[src/rtl/led_chain_rx.sv]
// led_chain_rx: oversampling receiver for the LAT/SDO/SCLK LED driver shift chain.
// Optional macro LED_RX_CHECKSUM_EN adds a running XOR of lane-0 words reported per latch.
module led_chain_rx #(
  parameter int unsigned NUM_SHIFT = 8,
  parameter int unsigned WORDS     = 48
) (
  input  logic                            spiClk,
  input  logic                            nReset,
  input  logic                            enable,
  input  logic                            SCLK_in,
  input  logic [NUM_SHIFT-1:0]            SDO_in,
  input  logic                            LAT_in,
  output logic                            wordValid,
  output logic [$clog2(WORDS)-1:0]        wordIdx,
  output logic [16*NUM_SHIFT-1:0]         wordData,
  output logic [NUM_SHIFT-1:0]            selBit,
  output logic                            latchValid,
  output logic                            latchErr,
  output logic [$clog2(16*WORDS+2):0]     bitCount,
  output logic [15:0]                     checksum
);

  localparam int unsigned WORD_W     = 16;
  localparam int unsigned SUB_W      = 4;
  localparam int unsigned SHIFT_BITS = 1 + WORD_W * WORDS;
  localparam int unsigned CNT_W      = $clog2(SHIFT_BITS + 1) + 1;
  localparam int unsigned IDX_W      = $clog2(WORDS);
  localparam int unsigned WCNT_W     = $clog2(WORDS + 1);

  typedef enum logic [1:0] {
    IDLE     = 2'd0,
    SELECT   = 2'd1,
    DATA     = 2'd2,
    OVERFLOW = 2'd3
  } state_e;

  typedef logic [NUM_SHIFT-1:0][WORD_W-1:0] lanes_t;

  // Input synchronizers plus previous-value stage for edge detection
  logic                 sclk_meta_q, sclk_cur_q, sclk_prev_q;
  logic                 lat_meta_q, lat_cur_q, lat_prev_q;
  logic [NUM_SHIFT-1:0] sdo_meta_q, sdo_cur_q;
  logic                 sclk_rise_c, lat_rise_c;

  state_e               state_q, state_d;
  logic [CNT_W-1:0]     bit_cnt_q, bit_cnt_d, bit_inc_c;
  logic [WCNT_W-1:0]    word_cnt_q, word_cnt_d;
  logic [SUB_W-1:0]     sub_cnt_q, sub_cnt_d;
  lanes_t               shift_q, shift_d;
  logic [NUM_SHIFT-1:0] sel_shadow_q, sel_shadow_d;

  logic                 word_valid_q, word_valid_d;
  logic [IDX_W-1:0]     word_idx_q, word_idx_d;
  lanes_t               word_data_q, word_data_d;
  logic [NUM_SHIFT-1:0] sel_bit_q, sel_bit_d;
  logic                 latch_valid_q, latch_valid_d;
  logic                 latch_err_q, latch_err_d;
  logic [CNT_W-1:0]     bit_count_q, bit_count_d;

`ifdef LED_RX_CHECKSUM_EN
  logic [WORD_W-1:0]    csum_q, csum_d;
  logic [WORD_W-1:0]    checksum_q, checksum_d;
`endif

  always_ff @(posedge spiClk) begin
    if (!nReset) begin
      sclk_meta_q <= 1'b0;
      sclk_cur_q  <= 1'b0;
      sclk_prev_q <= 1'b0;
      lat_meta_q  <= 1'b0;
      lat_cur_q   <= 1'b0;
      lat_prev_q  <= 1'b0;
      sdo_meta_q  <= '0;
      sdo_cur_q   <= '0;
    end else begin
      sclk_meta_q <= SCLK_in;
      sclk_cur_q  <= sclk_meta_q;
      sclk_prev_q <= sclk_cur_q;
      lat_meta_q  <= LAT_in;
      lat_cur_q   <= lat_meta_q;
      lat_prev_q  <= lat_cur_q;
      sdo_meta_q  <= SDO_in;
      sdo_cur_q   <= sdo_meta_q;
    end
  end

  assign sclk_rise_c = sclk_cur_q & ~sclk_prev_q;
  assign lat_rise_c  = lat_cur_q & ~lat_prev_q;
  assign bit_inc_c   = (bit_cnt_q == '1) ? bit_cnt_q : CNT_W'(bit_cnt_q + CNT_W'(1));

  always_ff @(posedge spiClk) begin
    if (!nReset) begin
      state_q       <= IDLE;
      bit_cnt_q     <= '0;
      word_cnt_q    <= '0;
      sub_cnt_q     <= '0;
      shift_q       <= '0;
      sel_shadow_q  <= '0;
      word_valid_q  <= 1'b0;
      word_idx_q    <= '0;
      word_data_q   <= '0;
      sel_bit_q     <= '0;
      latch_valid_q <= 1'b0;
      latch_err_q   <= 1'b0;
      bit_count_q   <= '0;
`ifdef LED_RX_CHECKSUM_EN
      csum_q        <= '0;
      checksum_q    <= '0;
`endif
    end else begin
      state_q       <= state_d;
      bit_cnt_q     <= bit_cnt_d;
      word_cnt_q    <= word_cnt_d;
      sub_cnt_q     <= sub_cnt_d;
      shift_q       <= shift_d;
      sel_shadow_q  <= sel_shadow_d;
      word_valid_q  <= word_valid_d;
      word_idx_q    <= word_idx_d;
      word_data_q   <= word_data_d;
      sel_bit_q     <= sel_bit_d;
      latch_valid_q <= latch_valid_d;
      latch_err_q   <= latch_err_d;
      bit_count_q   <= bit_count_d;
`ifdef LED_RX_CHECKSUM_EN
      csum_q        <= csum_d;
      checksum_q    <= checksum_d;
`endif
    end
  end

  // Bit is shifted and counted before a coincident latch is evaluated
  always_comb begin
    state_d       = state_q;
    bit_cnt_d     = bit_cnt_q;
    word_cnt_d    = word_cnt_q;
    sub_cnt_d     = sub_cnt_q;
    shift_d       = shift_q;
    sel_shadow_d  = sel_shadow_q;
    word_valid_d  = 1'b0;
    word_idx_d    = word_idx_q;
    word_data_d   = word_data_q;
    sel_bit_d     = sel_bit_q;
    latch_valid_d = 1'b0;
    latch_err_d   = latch_err_q;
    bit_count_d   = bit_count_q;
`ifdef LED_RX_CHECKSUM_EN
    csum_d        = csum_q;
    checksum_d    = checksum_q;
`endif

    if (!enable) begin
      state_d      = IDLE;
      bit_cnt_d    = '0;
      word_cnt_d   = '0;
      sub_cnt_d    = '0;
      shift_d      = '0;
      sel_shadow_d = '0;
`ifdef LED_RX_CHECKSUM_EN
      csum_d       = '0;
`endif
    end else begin
      if (sclk_rise_c) begin
        case (state_q)
          IDLE: begin
            sel_shadow_d = sdo_cur_q;
            bit_cnt_d    = CNT_W'(1);
            word_cnt_d   = '0;
            sub_cnt_d    = '0;
            state_d      = DATA;
`ifdef LED_RX_CHECKSUM_EN
            csum_d       = '0;
`endif
          end
          DATA: begin
            bit_cnt_d = bit_inc_c;
            if (word_cnt_q == WCNT_W'(WORDS)) begin
              state_d = OVERFLOW;
            end else begin
              for (int k = 0; k < int'(NUM_SHIFT); k++) begin
                shift_d[k] = {shift_q[k][WORD_W-2:0], sdo_cur_q[k]};
              end
              sub_cnt_d = SUB_W'(sub_cnt_q + SUB_W'(1));
              if (sub_cnt_q == SUB_W'(WORD_W - 1)) begin
                word_valid_d = 1'b1;
                word_idx_d   = IDX_W'(word_cnt_q);
                word_data_d  = shift_d;
                word_cnt_d   = WCNT_W'(word_cnt_q + WCNT_W'(1));
`ifdef LED_RX_CHECKSUM_EN
                csum_d       = csum_q ^ shift_d[0];
`endif
              end
            end
          end
          OVERFLOW: bit_cnt_d = bit_inc_c;
          default:  state_d = IDLE;
        endcase
      end

      if (lat_rise_c) begin
        latch_valid_d = 1'b1;
        if (state_d == IDLE && bit_cnt_d == '0) begin
          latch_err_d = 1'b1;
          bit_count_d = '0;
        end else begin
          sel_bit_d   = sel_shadow_d;
          bit_count_d = bit_cnt_d;
          latch_err_d = (bit_cnt_d != CNT_W'(SHIFT_BITS));
`ifdef LED_RX_CHECKSUM_EN
          checksum_d  = csum_d;
`endif
        end
        state_d      = IDLE;
        bit_cnt_d    = '0;
        word_cnt_d   = '0;
        sub_cnt_d    = '0;
        shift_d      = '0;
        sel_shadow_d = '0;
`ifdef LED_RX_CHECKSUM_EN
        csum_d       = '0;
`endif
      end
    end
  end

  assign wordValid  = word_valid_q;
  assign wordIdx    = word_idx_q;
  assign wordData   = word_data_q;
  assign selBit     = sel_bit_q;
  assign latchValid = latch_valid_q;
  assign latchErr   = latch_err_q;
  assign bitCount   = bit_count_q;
`ifdef LED_RX_CHECKSUM_EN
  assign checksum   = checksum_q;
`else
  assign checksum   = '0;
`endif

endmodule

[config.mk]
export PLATFORM = sky130hd
export DESIGN_NAME = led_chain_rx
export DESIGN_NICKNAME = d
export VERILOG_FILES = /design/src/rtl/led_chain_rx.sv
export SDC_FILE = /design/constraint.sdc
export NUM_CORES = 1
export LEC_CHECK = 0
export CORE_MARGIN = 2
export CORE_UTILIZATION = 48
export DETAILED_ROUTE_END_ITERATION = 6
export HOLD_SLACK_MARGIN = 0.12
export PLACE_DENSITY = 0.79
export SYNTH_ARGS = -nofsm -noshare
export SYNTH_HDL_FRONTEND = slang
export SYNTH_SLANG_ARGS = --single-unit
[constraint.sdc]
create_clock -name spiClk -period 2.5 [get_ports spiClk]
set_input_delay 0.375 -clock spiClk [delete_from_list [all_inputs] [get_ports spiClk]]
set_output_delay 0.375 -clock spiClk [all_outputs]
set_load 0.01 [all_outputs]
==> impl_results.md, run 1 <==
- Core Region: 25100 um2
- WP depth: 9
- WP data arrival: approximately 2.8 ns
- Setup crit end kind: flip-flop
- Top cells by area, synth: dfxtp_1 (54%), nand2_1 (17%), a21boi_1 (5.6%), a21oi_1 (5.4%), clkbuf_1 (2.7%)
- Sw Ratio: about a fifth
- GR Overflow Total: 0
- CTS Root Cell: clkbuf_16
- Hold path cells: 2
- # rows: between 50 and 60
- Clock slew at reported path FFs: approximately 0.06 ns
- Power Density: a little over 700 nW/um2
- DRT Pass-1 Iters: 5
- Reg2reg setup slack: 0.11 ns
- Count of buffer and inverter cells on the critical path: 3
- Final Hold Viols: 0
- Routed wire length: around 29000 um
- Power share of the combinational group: 2.2%
- Largest stage delay, worst path: 0.43 ns
- Layout cells sized above 1: 7.21%
- Least-Margin Pin Slew: around 0.68 ns
- Multi-input logic area: 5170 um2
- Syn avg cell area: around 8.4 um2
- Switching Power: approximately 2.2 mW
- Total CTS buffers: 35
- Die Height: around 160 um
- Worst hold margin: 0.239 ns
- Register-to-Register Path Depth: 9
- Hold path start: nReset
- Sequential area share after synthesis: 53.8%
- Fin util: between 60% and 70%
- EDFF count, synth: 0
- Yosys top cell area share: between 50% and 60%
- Synth Instances: approximately 1500
- RePlAce Congestion: 0.870
- Initial Utilization: 48.8%
- Startpoint type of the worst setup path: flip-flop
- Kind of critical path: flip-flop to flip-flop
- Reg area: ~6600 um2
- Fillers: about 2200
- Outcome: complete, no violations
- Cell family with most CP delay: simple AND/OR/NAND/NOR gates
- Total track usage: 21.0%
- Place WS: -0.0547 ns
- Ports: between 150 and 200
- Clock Path Buffers: 3
- Critical R2R Launch: word_cnt_q[1]
- Initial drt markers: around 640
- Vias in the first global route: 9418
- Nets: 1616
- Setup_tns: 0 ns
- DIE AREA: 26800 um2
- Clock share of power: 50.3%
- Static Leak: 5.26 nW
- Yosys reg bits: approximately 330
- Htree depth: 2
- Worst EP required: between 2 and 3 ns
- CTS tree: yes
- Setup Skew: about 0.017 ns
- Yosys warnings: 0
- Synth area leader: dfxtp_1
- RSZ-0062 raised after global routing: no
- Reg power frac: roughly 48%
- Die X: approximately 160 um
- Max-Slew Margin vs Limit: 54.3%
- Fin crit share: 95.6%
- CP Cell Sequence: inv_1 -> ha_1 -> and4_1 -> or3_4 -> nor3_4 -> buf_4 -> buf_16 -> nand2_1 -> a21boi_0
- IO Port Bufs: 168
- Worst skew pair latency: 0.51 ns
- Layout Cells excl Fill: 1953
- Top FF cell, synth: dfxtp_1
- CTS Sinks: ~330
- Peak supply drop: between 0.4 and 0.5 mV
- Routed Antenna Nets: 0
- Post-Syn Area: roughly 12000 um2
- Worst Path Max Fanout: between 50 and 60
- Largest net degree at the start of global routing: between 100 and 150
- Vias per inst: between 5 and 6
- Max_cap viols: 0
- Worst Hold Path EP: bitCount[5]
- Detailed placer's ending HPWL: 17500 um
- Area delta synth->final: 27.0%
- Drc violations: 0
- Internal: between 8 and 9 mW
- Vias: approximately 10000
- Crit Reg-Reg Endpoint: wordData[63]
- Post-CTS Hold Buffers: 0
- Synth unique cells: about 60
- Fmax: around 420 MHz
- Final setup fails: 0
- Type of the worst min-delay path: primary input to flip-flop
- Crit path max-delay cell type: or3_4
- Crit path time final: between 2 and 2.5 ns
- ANT cells: 0
- Placed Instances: 1888
- Slew Viols, Final: 0
- Initial antenna violation count: 2
- First-pass GRT wire length: 46600 um
- Post-synth ARST share: 0%
- Worst Slack Setup Final: between 0.1 and 0.15 ns
- Wire per inst: between 10 and 15 um
synthesized netlist by cell type, types with 3 or more instances:
cell      count
nand2_1     544
dfxtp_1     329
a21oi_1     131
a21boi_1     92
clkbuf_1     88
a21boi_0     43
nor2_1       34
and2_1       29
buf_4        18
inv_1        15
nand4_1      10
buf_2         9
o31ai_1       9
mux2i_1       8
o221ai_1      8
nand3_1       7
o21ai_0       7
nor3_1        6
o211a_1       6
xor2_1        6
ha_1          4
nor4_1        4
or3_1         4
and4_1        3
nand2b_1      3
o211ai_1      3
per-layer routing:
metal / part of all wire [%] / track usage [%] / vias to the layer above
met4: 2.3 / 6.34 / 2
met5: 0.045 / 0 / -
li1: - / - / 5025
met1: 46 / 27.8 / 4693
met2: 46 / 34.0 / 230
met3: 6.0 / 5.10 / 51
stage by stage:
stage	area, um2	power [mW]
global placement	14200	5.63
CTS	15500	11.2
finish	15600	11.1
floorplan	12300	5.57
global route	15600	11.4
detailed placement	14200	5.64
cell families (layout without fill, tap and decap cells):
group	Yosys count	count (layout)	synth area share, %
AND/OR/NAND/NOR	667	667	22.9
flip-flops	329	329	53.8
AO/OA/AOI/OAI	312	312	16.9
buffers and inverters	132	280	4.85
multiplexers	8	8	0.654
XOR/XNOR	7	7	0.500
adder cells (fa/ha/maj)	4	4	0.409
other	1	16	0.0306
cell type report:
class / count / share of cell area, %
Timing Repair Buffer: 204 / 13.3
Inverter: 15 / 0.362
Tap cell: 330 / 2.65
Sequential cell: 329 / 42.3
Clock inverter: 10 / 1.40
Multi-Input combinational cell: 1014 / 33.2
Clock buffer: 51 / 6.73
how the worst max path moves through the flow:
stage | startpoint | end | slack, ns
floorplan | bit_cnt_q[0] | selBit[7] | 0.004
global placement | bit_cnt_q[0] | selBit[5] | 0.04
detailed placement | bit_cnt_q[0] | selBit[7] | -0.05
CTS | bit_cnt_q[0] | selBit[4] | 0.03
global route | word_cnt_q[1] | wordData[63] | 0.007
finish | word_cnt_q[1] | wordData[63] | 0.11
registers in the layout, summed over array words and instances (netlist names), 2 cells and up:
register / count
shift_q: 120
word_cnt_q: 6
wordData: 128
bitCount: 11
sdo_cur_q: 8
sub_cnt_q: 4
selBit: 8
sdo_meta_q: 8
state_q: 2
bit_cnt_q: 11
sel_shadow_q: 8
wordIdx: 6
power groups by stage:
stage / clock network, mW / logic, mW / registers (mW)
after CTS: 5.68 / 0.241 / 5.28
after global placement: 0 / 0.239 / 5.39
after detailed placement: 0 / 0.241 / 5.40
after floorplan: 0 / 0.176 / 5.39
final: 5.58 / 0.241 / 5.28
after global routing: 5.91 / 0.264 / 5.28
cells in the final DEF (no fill, tap or decap), types with 3 or more instances in the layout:
master / count
a21boi_0: 43
a21boi_1: 92
a21oi_1: 131
and2_1: 29
and4_1: 3
buf_12: 6
buf_4: 27
bufinv_16: 6
clkbuf_1: 6
clkbuf_16: 37
clkbuf_8: 9
clkdlybuf4s50_1: 167
conb_1: 16
dfxtp_1: 327
ha_1: 4
inv_1: 15
mux2i_1: 8
nand2_1: 544
nand2b_1: 3
nand3_1: 6
nand4_1: 10
nor2_1: 34
nor3_1: 5
nor4_1: 4
o211a_1: 6
o211ai_1: 3
o21ai_0: 7
o221ai_1: 8
o31ai_1: 9
or3_4: 3
xor2_1: 6
timing repair:
item / CTS / global route
resized for setup: 0 / 7
buffers inserted: 1 / 2
endpoints found under the setup margin: 8 / 10
cloned: 0 / 1
pin swaps: 1 / 1
Note: power is estimated with default switching activity, not from simulation.
==> inputs of run 2 (changes only) <==
--- a/config.mk
+++ b/config.mk
@@ -5,11 +5,14 @@
 export SDC_FILE = /design/constraint.sdc
 export NUM_CORES = 1
 export LEC_CHECK = 0
+export CELL_PAD_IN_SITES_DETAIL_PLACEMENT = 1
+export CELL_PAD_IN_SITES_GLOBAL_PLACEMENT = 1
 export CORE_MARGIN = 2
-export CORE_UTILIZATION = 48
+export CORE_UTILIZATION = 38
+export CTS_BUF_LIST = sky130_fd_sc_hd__clkbuf_4
 export DETAILED_ROUTE_END_ITERATION = 6
 export HOLD_SLACK_MARGIN = 0.12
-export PLACE_DENSITY = 0.79
+export PLACE_DENSITY = 0.83
 export SYNTH_ARGS = -nofsm -noshare
 export SYNTH_HDL_FRONTEND = slang
 export SYNTH_SLANG_ARGS = --single-unit
==> impl_results.md, run 2 (synthesis results as in run 1) <==
- Vias in the first global route: 10816 (+15%)
- Post-CTS Hold Buffers: 0 (unchanged)
- Max FFs per register: 128 (unchanged)
- Core Region: 31600 um2 (+26%)
- Max_cap viols: 0 (unchanged)
- Vias per inst: 4.96 (-3.2%)
- Startpoint type of the worst setup path: flip-flop
- Area delta synth->final: 26.9% (about the same)
- Layout cells sized above 1: 11.7% (+4.5 points)
- Slew Viols, Final: 0 (unchanged)
- Kind of critical path: flip-flop to flip-flop
- Initial drt markers: 633 (-1.7%)
- Worst Path Max Fanout: 10 (-81%)
- Commonest non-fill, non-tap cells in the layout: nand2_1 (544), dfxtp_1 (328), clkdlybuf4s50_1 (167), clkbuf_4 (133), a21oi_1 (131)
- Fin util: 49.2% (-13 points)
- Detailed placer's ending HPWL: 20800 um (+19%)
- RePlAce Congestion: 0.864 (-0.75%)
- Worst skew pair latency: 0.75 ns (+0.24 ns)
- WP data arrival: 3.00 ns (+0.20 ns)
- Finished Cell Area: 15600 um2 (about the same)
- RSZ-0062 raised after global routing: no
- Power Density: 675 nW/um2 (-5.4%)
- Worst EP required: 3.12 ns (+0.21 ns)
- Static Leak: 5.33 nW (+1.3%)
- DRT Pass-1 Iters: 4 (-1)
- Routed wire length: 33100 um (+15%)
- Peak supply drop: 0.383 mV (-17%)
- Final Power: 10.5 mW (-5.4%)
- Initial antenna violation count: 2 (unchanged)
- Largest net degree at the start of global routing: 129 (unchanged)
- Die X: 184 um (+12%)
- Vias: 10521 (+5.2%)
- Final setup fails: 0 (unchanged)
- Clock slew at reported path FFs: 0.07 ns (about the same)
- Initial Utilization: 38.7% (-10 points)
- Wire per inst: 15.6 um (+6.1%)
- First-pass GRT wire length: 53700 um (+15%)
- Area after DPL: 14300 um2 (+0.72%)
- Drc violations: 0 (unchanged)
- Die Height: 184 um (+12%)
- Nets: 1667 (+3.2%)
- Fin crit share: 95.2% (-0.33 points)
- GR Overflow Total: 0 (unchanged)
- Total track usage: 19.6% (-1.4 points)
- DIE AREA: 33700 um2 (+26%)
- Least-Margin Pin Slew: 0.805 ns (+0.120 ns)
- CTS tree: yes
- # rows: 65 (+12%)
- Commonest non-fill, non-tap cell in the layout: nand2_1
- CTS Sinks: 329 (unchanged)
- Type of the worst min-delay path: primary input to flip-flop
- CTS Root Cell: clkbuf_4
- Max-Slew Margin vs Limit: 46.3% (-8.0 points)
- Routed Antenna Nets: 0 (unchanged)
- Fmax: 420 MHz (+0.35%)
- Htree depth: 3 (+1)
- Fillers: 3727 (+72%)
- Final Hold Viols: 0 (unchanged)
- Total CTS buffers: 89 (+150%)
- Ports: 185 (unchanged)
- Crit path time final: 2.38 ns (-0.00826 ns)
- Setup crit end kind: flip-flop
- Worst hold margin: 0.175 ns (-0.0639 ns)
- IO Port Bufs: 168 (unchanged)
- Clock Path Buffers: 3 (unchanged)
- Outcome: complete, no violations
- Setup Skew: 0.0795 ns (+0.0621 ns)
-- run 2: final timing paths --
kind                                     from      endpoint  slack, ns  cells after the start
worst max register to register     state_q[1]     selBit[7]       0.12                      6
worst min register to register  sdo_meta_q[3]  sdo_cur_q[3]       0.40                      1
worst min-delay path                   nReset  wordData[69]       0.18                      2
worst max-delay path               state_q[1]     selBit[7]       0.12                      6
-- run 2: layout make-up --
type / instances / area, um2 / area share, %
Inverter: 15 / 56.3 / 0.362
Antenna cell: 2 / 5.00 / 0.0322
Multi-Input combinational cell: 1014 / 5170 / 33.3
Tap cell: 402 / 503 / 3.23
Clock buffer: 133 / 998 / 6.42
Timing Repair Buffer: 201 / 2040 / 13.1
Clock inverter: 26 / 188 / 1.21
Sequential cell: 329 / 6590 / 42.4
-- run 2: metal layers --
layer | wire length, um | up-vias | global-route usage (%)
met5 | 0 | - | 0
met4 | 784 | 0 | 7.87
met3 | 2010 | 61 | 5.74
met2 | 15600 | 235 | 33.0
met1 | 14600 | 5037 | 23.5
li1 | - | 5188 | -
-- run 2: critical path, cell delays in order, from the launching register on --
cell and delay (ns):
dfxtp_1 0.53, and4b_2 0.41, nand3_1 0.10, o211ai_1 0.31
nand2_2 0.15, or4_4 0.60, o221ai_1 0.21
-- run 2: repair_timing --
item,CTS,global route
endpoints found under the setup margin,8,8
pin swaps,0,1
gates cloned,0,0
buffers inserted,0,1
gates resized for setup,2,2
-- run 2: report_power, final --
part | total (mW) | switching (mW) | internal [mW]
clock network | 4.98 | 2.24 | 2.74
registers | 5.28 | 0.0150 | 5.26
logic | 0.245 | 0.151 | 0.0943
-- run 2: stage by stage --
| step | setup WS, ns | cells | TNS, ns |
|---|---|---|---|
| after floorplan | 0.00406 | 1475 | 0 |
| after global placement | 0.0328 | 1960 | 0 |
| after detailed placement | -0.0632 | 1960 | -0.359 |
| after CTS | 0.00760 | 2119 | 0 |
| after global routing | 0.00816 | 2122 | 0 |
| final | 0.119 | 2122 | 0 |
==> inputs of run 3 (changes only) <==
==> constraint.sdc (replaced) <==
create_clock -name spiClk -period 2.5 [get_ports spiClk]
set_input_delay 0.5 -clock spiClk [delete_from_list [all_inputs] [get_ports spiClk]]
set_output_delay 0.5 -clock spiClk [all_outputs]
set_load 0.01 [all_outputs]
==> impl_results.md, run 3 (synthesis results as in run 1) <==
- CTS Sinks: 329 (unchanged)
- Type of the worst min-delay path: primary input to flip-flop
- Internal: 7.80 mW (-3.7%)
- Crit path time final: 2.37 ns (-0.00851 ns)
- Worst Path Max Fanout: 32 (+22)
- Final setup fails: 0 (unchanged)
- Setup crit end kind: flip-flop
- Detailed placer's ending HPWL: 21500 um (+3.6%)
- Clock slew at reported path FFs: 0.07 ns (about the same)
- Fmax: 421 MHz (+0.36%)
- CTS Root Cell: clkbuf_4
- Worst skew pair latency: 0.71 ns (-0.04 ns)
- Vias in the first global route: 10920 (+0.96%)
- Max_cap viols: 0 (unchanged)
- Sw Ratio: 23.4% (+0.47 points)
- Initial Utilization: 38.7% (unchanged)
- Initial drt markers: 466 (-26%)
- Static Leak: 5.39 nW (+1.0%)
- Startpoint type of the worst setup path: flip-flop
- Commonest non-fill, non-tap cells in the layout: nand2_1 (544), dfxtp_1 (329), clkdlybuf4s50_1 (167), clkbuf_4 (134), a21oi_1 (131)
- Htree depth: 3 (unchanged)
- Clock share of power: 45.7% (-1.7 points)
- Worst hold margin: 0.214 ns (+0.0390 ns)
- Routed Antenna Nets: 0 (unchanged)
- CTS tree: yes
- DIE AREA: 33700 um2 (unchanged)
- Die Height: 184 um (unchanged)
- Layout cells sized above 1: 12.7% (+1.0 points)
- Setup Skew: 0.0466 ns (-0.0329 ns)
- Ports: 185 (unchanged)
- Slew Viols, Final: 0 (unchanged)
- Vias: 10674 (+1.5%)
- Max-Slew Margin vs Limit: 57.8% (+11 points)
- Vias per inst: 5.01 (+1.1%)
- Power share of the combinational group: 2.5% (+0.2 points)
- RePlAce Congestion: 0.819 (-5.2%)
- Final Hold Viols: 0 (unchanged)
- Routed wire length: 33600 um (+1.6%)
- Outcome: complete, no violations
- Peak supply drop: 0.337 mV (-12%)
- Layout Cells excl Fill: 2129 (+0.33%)
- GR Overflow Total: 0 (unchanged)
- Die X: 184 um (unchanged)
- Area delta synth->final: 27.6%
- RSZ-0062 raised after global routing: no
- Reg power frac: 51.9% (+1.7 points)
- Nets: 1681 (+0.84%)
- Drc violations: 0 (unchanged)
- DRT Pass-1 Iters: 4 (unchanged)
- First-pass GRT wire length: 54700 um (+1.9%)
- Worst EP required: 3.06 ns (-0.06 ns)
- Initial antenna violation count: 2 (unchanged)
- WP data arrival: 2.93 ns (-0.07 ns)
- Kind of critical path: flip-flop to flip-flop
- Power Density: 651 nW/um2 (-3.6%)
- Total track usage: 19.9% (+0.25 points)
- Largest net degree at the start of global routing: 133 (+3.1%)
- Fin util: 49.4% (+0.27 points)
- Core Region: 31600 um2 (unchanged)
- Fin crit share: 94.9% (-0.34 points)
- Wire per inst: 15.8 um (+1.2%)
- # rows: 65 (unchanged)
- Post-CTS Hold Buffers: 0 (unchanged)
- Switching Power: 2.38 mW (-1.1%)
- Placed Instances: 1974 (+0.71%)
- Least-Margin Pin Slew: 0.633 ns (-0.172 ns)
- Fillers: 3757 (+0.80%)
- Clock Path Buffers: 3 (unchanged)
- Commonest non-fill, non-tap cell in the layout: nand2_1
- Total CTS buffers: 87 (-2.2%)
- Max FFs per register: 128 (unchanged)
- IO Port Bufs: 168 (unchanged)
## run 3: worst paths after layout
check | end | depth (start not counted) | slack [ns] | start
worst max-delay path | wordData[121] | 9 | 0.13 | word_cnt_q[0]
worst min-delay path | bitCount[6] | 2 | 0.21 | nReset
worst max register to register | wordData[121] | 9 | 0.13 | word_cnt_q[0]
worst min register to register | sdo_cur_q[4] | 1 | 0.44 | sdo_meta_q[4]
## run 3: what timing repair did
| item | in CTS | in global routing |
|---|---|---|
| pin swaps | 0 | 2 |
| cloned | 0 | 1 |
| setup endpoints to repair | 8 | 16 |
| resized for setup | 1 | 8 |
| buffers inserted | 0 | 2 |
## run 3: power groups by stage
stage          Sequential, mW  Clock, mW  Combinational (mW)
5_1_grt                  5.28       5.12               0.272
3_3_place_gp             5.39          0               0.245
6_report                 5.28       4.65               0.250
2_1_floorplan            5.39          0               0.176
4_1_cts                  5.28       4.81               0.251
3_5_place_dp             5.40          0               0.249
## run 3: per-stage QoR
step | setup slack, ns | setup TNS, ns | total power [mW] | cell area, um2
6_report | 0.127 | 0 | 10.2 | 15600
5_1_grt | 0.0107 | 0 | 10.7 | 15600
4_1_cts | 0.0387 | 0 | 10.3 | 15600
3_5_place_dp | -0.0492 | -0.256 | 5.65 | 14500
3_3_place_gp | 0.0391 | 0 | 5.64 | 14500
2_1_floorplan | 0.00406 | 0 | 5.57 | 12300
## run 3: critical path, cell delays in order (launching register included)
cell and delay [ns]:
dfxtp_1 0.32, inv_1 0.07, ha_1 0.23, and4_1 0.25
or3_4 0.44, or3_4 0.45, buf_12 0.15, buf_12 0.16
nand2_1 0.09, a21boi_0 0.09
## run 3: layer usage
layer,global-route usage (%),part of all wire (%),vias up
met2,33.5,48,237
met4,6.91,1.8,0
met5,0,0,-
met1,24.5,44,5163
li1,-,-,5225
met3,5.29,6.0,49
## run 3: final cells by class
class / instances / area [um2] / share of cell area, %
sequential: 329 / 6590 / 42.1
multi-input combinational: 1015 / 5200 / 33.3
timing repair buffer: 216 / 2190 / 14.0
clock buffer: 134 / 1010 / 6.43
tap: 402 / 503 / 3.22
clock inverter: 17 / 88.8 / 0.568
inverter: 15 / 56.3 / 0.360
antenna: 1 / 2.50 / 0.0160
